File: src/rtl/controller_sequencer.sv
// SAP-1 control unit.
// A one-hot ring counter walks the T-states T1..T6 while the instruction
// register opcode is decoded into the 12-bit control word that drives the
// program counter, MAR, RAM, IR, accumulator, adder/subtracter, B and output
// registers. The block also owns the sticky halt flag that gates the clock.
//
// Control word bit order (MSB first):
//   {Cp, Ep, Lm_bar, CE_bar, Li_bar, Ei_bar, La_bar, Ea, Su, Eu, Lb_bar, Lo_bar}
module controller_sequencer #(
   parameter bit         SHORT_CYCLE = 1'b0,
   parameter logic [3:0] OP_LDA      = 4'h0,
   parameter logic [3:0] OP_ADD      = 4'h1,
   parameter logic [3:0] OP_SUB      = 4'h2,
   parameter logic [3:0] OP_OUT      = 4'hE,
   parameter logic [3:0] OP_HLT      = 4'hF
) (
   input  logic        CLK_bar,
   input  logic        CLR_bar,
   input  logic [3:0]  opcode,
   output logic [11:0] CON,
   output logic [5:0]  T,
   output logic        HLT_bar
);

   // Control words. Active-low loads/enables sit at 1 when idle, so the
   // "do nothing" word is not zero.
   localparam logic [11:0] CON_NOP      = 12'h3E3;
   localparam logic [11:0] CON_FETCH_T1 = 12'h5E3;
   localparam logic [11:0] CON_FETCH_T2 = 12'hBE3;
   localparam logic [11:0] CON_FETCH_T3 = 12'h263;
   localparam logic [11:0] CON_ADDR_T4  = 12'h1A3;
   localparam logic [11:0] CON_LDA_T5   = 12'h2C3;
   localparam logic [11:0] CON_ARITH_T5 = 12'h2E1;
   localparam logic [11:0] CON_ADD_T6   = 12'h3C7;
   localparam logic [11:0] CON_SUB_T6   = 12'h3CF;
   localparam logic [11:0] CON_OUT_T4   = 12'h3F2;

   // One-hot ring encoding: the state value is the T output directly.
   typedef enum logic [5:0] {
      T1_S = 6'b000001,
      T2_S = 6'b000010,
      T3_S = 6'b000100,
      T4_S = 6'b001000,
      T5_S = 6'b010000,
      T6_S = 6'b100000
   } t_state_e;

   t_state_e state;
   logic     halted;

   logic is_lda;
   logic is_add;
   logic is_sub;
   logic is_out;
   logic is_hlt;
   logic is_undef;
   logic end_after_t4;
   logic end_after_t5;

   // Opcode classification shared by the ring sequencing and the decoder.
   always_comb begin
      is_lda   = (opcode == OP_LDA);
      is_add   = (opcode == OP_ADD);
      is_sub   = (opcode == OP_SUB);
      is_out   = (opcode == OP_OUT);
      is_hlt   = (opcode == OP_HLT);
      is_undef = !(is_lda || is_add || is_sub || is_out || is_hlt);
   end

   // With short cycles enabled an instruction leaves the ring as soon as its
   // last useful T-state is done; ADD/SUB need all six states anyway.
   always_comb begin
      end_after_t4 = SHORT_CYCLE && (is_out || is_undef);
      end_after_t5 = SHORT_CYCLE && is_lda;
   end

   // Ring counter and sticky halt flag. Once halted the ring stays parked at
   // T4 whatever the clock does; only the clear brings the machine back.
   always_ff @(posedge CLK_bar or negedge CLR_bar) begin
      if (!CLR_bar) begin
         state  <= T1_S;
         halted <= 1'b0;
      end else if (halted) begin
         state  <= T4_S;
         halted <= 1'b1;
      end else begin
         case (state)
            T1_S: state <= T2_S;
            T2_S: state <= T3_S;
            T3_S: state <= T4_S;
            T4_S: begin
               if (is_hlt) begin
                  halted <= 1'b1;
                  state  <= T4_S;
               end else if (end_after_t4) begin
                  state <= T1_S;
               end else begin
                  state <= T5_S;
               end
            end
            T5_S: state <= end_after_t5 ? T1_S : T6_S;
            T6_S: state <= T1_S;
            default: state <= T1_S;
         endcase
      end
   end

   assign T       = state;
   assign HLT_bar = ~halted;

   // Control word decode: fetch states are common to every opcode, the
   // execute states depend on the opcode, and a halted machine issues NOPs.
   always_comb begin
      CON = CON_NOP;
      if (!halted) begin
         case (state)
            T1_S: CON = CON_FETCH_T1;
            T2_S: CON = CON_FETCH_T2;
            T3_S: CON = CON_FETCH_T3;
            T4_S: begin
               if (is_lda || is_add || is_sub) begin
                  CON = CON_ADDR_T4;
               end else if (is_out) begin
                  CON = CON_OUT_T4;
               end else begin
                  CON = CON_NOP;
               end
            end
            T5_S: begin
               if (is_lda) begin
                  CON = CON_LDA_T5;
               end else if (is_add || is_sub) begin
                  CON = CON_ARITH_T5;
               end else begin
                  CON = CON_NOP;
               end
            end
            T6_S: begin
               if (is_add) begin
                  CON = CON_ADD_T6;
               end else if (is_sub) begin
                  CON = CON_SUB_T6;
               end else begin
                  CON = CON_NOP;
               end
            end
            default: CON = CON_NOP;
         endcase
      end
   end

endmodule
File: config.mk
export PLATFORM = sky130hd
export DESIGN_NAME = controller_sequencer
export DESIGN_NICKNAME = d
export VERILOG_FILES = /design/src/rtl/controller_sequencer.sv
export SDC_FILE = /design/constraint.sdc
export NUM_CORES = 1
export LEC_CHECK = 0
export ABC_AREA = 1
export BUFFER_PORTS_ARGS = -buffer_cell sky130_fd_sc_hd__clkbuf_2
export CAP_MARGIN = 20
export CELL_PAD_IN_SITES_DETAIL_PLACEMENT = 1
export CELL_PAD_IN_SITES_GLOBAL_PLACEMENT = 2
export CORE_MARGIN = 10
export CORE_UTILIZATION = 24
export DETAILED_ROUTE_END_ITERATION = 8
export PLACE_DENSITY = 0.83
export SYNTH_ARGS = -nofsm -noshare
export SYNTH_HDL_FRONTEND = slang
export SYNTH_SLANG_ARGS = --single-unit
File: constraint.sdc
create_clock -name CLK_bar -period 4.6 [get_ports CLK_bar]
set_clock_uncertainty 0.2 [all_clocks]
set_input_delay 0.92 -clock CLK_bar [delete_from_list [all_inputs] [get_ports CLK_bar]]
set_output_delay 0.92 -clock CLK_bar [all_outputs]
set_load 0.02 [all_outputs]
==> qor.csv <==
stage;metric;value;unit
global_route;first-pass GRT wire length;2.842;mm
clock_tree;Num CTS Buffers;3;
sta;final hold vios;0;
synthesis;cells after synthesis;86;
placed_design;post-DP HPWL;1.508;mm
drt;Residual DRC;0;
clock_tree;CTS clock-pin slew for the worst setup and hold paths;0.05;ns
sta;RSZ-0062 raised after global routing;no;
placed_design;Place WS;1.600;ns
clock_tree;clock latency on the worst-skew pair;0.25;ns
placed_design;number of port buffers;24;
floorplanning;chip height;68.81;um
setup_path;flop2flop setup slack;3.15;ns
floorplanning;Starting Density;0.2560;
finish;Net count, final;121;
drt;ANT nets after route;0;
floorplanning;Site Rows;17;
drt;DR iter-0 viols;15;
finish;Fillers;305;
clock_tree;root buffer cell;clkbuf_4;
power_and_ir_drop;Switching Share;0.2166;
power_and_ir_drop;Clock Power Share;0.439;
global_route;number of global-route vias before repair;672;
finish;n_diodes;0;
clock_tree;H-tree depth;1;
drt;drt pass-1 iters;2;
outcome;outcome;completed;
power_and_ir_drop;net load switching power;27.01;uW
setup_path;Crit-path slowest cell;a21oi_1;
drt;Routed wire per std cell;11.79;um
power_and_ir_drop;Cell Pwr Density;165.5;nW/um2
finish;fin cells;142;
finish;fin area;753.2;um2
placed_design;DP Area;726.9;um2
clock_tree;Resize count post-CTS;0;
synthesis;sequential share of the synthesized area;0.3085;
synthesis;cell area after synthesis;571.8;um2
sta;fin crit share;0.6484;
floorplanning;Boundary Pins;25;
drt;Vias per Instance;4.542;
global_route;grt total ovfl;0;
finish;area of the multi-input gates;346.6;um2
finish;Area Growth Syn to Fin;31.73;%
floorplanning;core area;2233;um2
finish;Sequential Area;176.4;um2
hold_path;Hold Crit Class;input port to asynchronous set/reset pin;
run;max-capacitance violation count;0;
placed_design;RD Place Congestion;0.7300;
setup_path;Crit. End Element;primary output;
power_and_ir_drop;worst vdd ir;0.00006530;V
setup_path;critical path required time;3.48;ns
clock_tree;CTS Hold Bufs;0;
sta;worst slew pin tran;0.3029;ns
setup_path;kind of critical path;input port to primary output;
global_route;largest net degree at the start of global routing;9;
finish;most common cell after layout, fill and taps aside;clkbuf_2;
finish;most frequent cells in the layout;clkbuf_2 (24), nand2_1 (18), nor2_1 (18), inv_1 (11), nand3_1 (8);
setup_path;WP data arrival;1.86;ns
clock_tree;CTS tree;yes;
sta;setup violators final;0;
global_route;GRT Total Usage;0.07848;
floorplanning;Die Area;4735;um2
sta;worst setup margin;1.618;ns
sta;relative slew slack;0.7959;
finish;proportion of layout cells with a drive suffix above 1;0.3596;
drt;Routed WL;1.674;mm
sta;Achievable Freq;335.3;MHz
sta;clock period minus worst slack;2.982;ns
setup_path;crit-path cells;clkbuf_2 -> nor2_2 -> nand2_1 -> inv_1 -> o21ai_0 -> a21oi_1 -> nand3_1 -> clkbuf_2;
setup_path;Worst path max stage delay;0.16;ns
floorplanning;width of the die;68.81;um
setup_path;Startpoint Class;input port;
clock_tree;clk buf depth;2;
power_and_ir_drop;sequential power share;0.495;
global_route;antenna violations before repair;0;
sta;Max Slew Vio Count;0;
power_and_ir_drop;Leak Pwr;0.0003440;uW
placed_design;placed cells;138;
drt;routed vias;645;
setup_path;Crit path top cell by count;clkbuf_2;
synthesis;YS warnings;0;
clock_tree;Setup Fix Bufs, Post-CTS;0;
sta;TNS Setup;0;ns
synthesis;Netlist cell types;18;
setup_path;CP max FO;3;
clock_tree;CTS Sinks;7;
synthesis;register bit count reported by yosys;7;
power_and_ir_drop;internal power;97.67;uW
synthesis;Synth Area per Inst;6.649;um2
power_and_ir_drop;total power;124.7;uW
synthesis;syn_nets;92;
power_and_ir_drop;Logic pwr share;0.066;
[kinds of logic (layout without fill, tap and decap cells)]
kind of cell    Yosys count  in the layout  synth area share
compound gates            7              7           0.08534
buf+inv                  13             41           0.08533
flops                     7              7            0.3085
simple gates             59             59            0.5208
[power by group through the flow]
stage                     combinational, uW  clock, uW  sequential, uW
after floorplan                        3.41          0            62.7
after global placement                 8.31          0            62.7
after detailed placement               8.51          0            62.7
after CTS                              8.54       56.6            61.7
after global routing                   9.58       60.4            61.6
final                                  8.22       54.7            61.7
[routing by layer]
metal / up-vias / global-route usage / routed length (um)
li1: 328 / - / -
met1: 292 / 0.08732 / 717
met2: 21 / 0.1244 / 769
met3: 4 / 0.02738 / 151
met4: 0 / 0.05172 / 36
met5: - / 0 / 0
[final timing paths]
kind / from / end / depth (start not counted)
min in group CLK_bar: halted$_DFF_PN0_ / T[1]$_DFF_PN0_ / 1
max in group asynchronous: CLR_bar / T[0]$_DFF_PN1_ / 1
max: opcode[3] / CON[1] / 8
min: CLR_bar / T[3]$_DFF_PN0_ / 1
max reg2reg: T[0]$_DFF_PN1_ / T[0]$_DFF_PN1_ / 4
min reg2reg: halted$_DFF_PN0_ / T[1]$_DFF_PN0_ / 1
[per-stage QoR]
step / hold WS, ns / util
floorplan: 0.3097 / -
global placement: 0.3856 / 0.3255
detailed placement: 0.3862 / 0.3255
CTS: 0.2946 / 0.3373
global route: 0.2993 / 0.3373
finish: 0.2947 / 0.3373
[critical path: cells and delay by family]
family | cells | cell delay, ns
AOI/OAI and AO/OA | 2 | 0.29
and+or+nand+nor | 3 | 0.31
buffers and inverters | 3 | 0.34
[synthesized netlist by cell type]
master    number  area share
nand2_1       18        0.12
nand3_2        4       0.070
nor2_1        18        0.12
nor2_4         3       0.059
o21ai_0        2       0.018
o21bai_1       1       0.013
nand3_1        8       0.070
nor2_2         2       0.022
nor3_1         4       0.035
nand2_2        1       0.011
dfrtp_1        6        0.26
inv_1         11       0.072
inv_2          1      0.0066
nor3_2         1       0.018
dfstp_2        1       0.046
a21oi_1        3       0.026
clkinv_1       1      0.0066
a21oi_4        1       0.028
[layout make-up]
| class | instances | share of cell area |
|---|---|---|
| Multi-Input combinational cell | 66 | 0.4601 |
| Sequential cell | 7 | 0.2342 |
| Timing Repair Buffer | 24 | 0.1595 |
| Inverter | 13 | 0.06478 |
| Tap cell | 28 | 0.04651 |
| Clock buffer | 4 | 0.03488 |
[flip-flops by register name, indices dropped and copies added, names as in the netlist]
name,count
halted,1
T,6
Power figures use the tool's default switching activity.
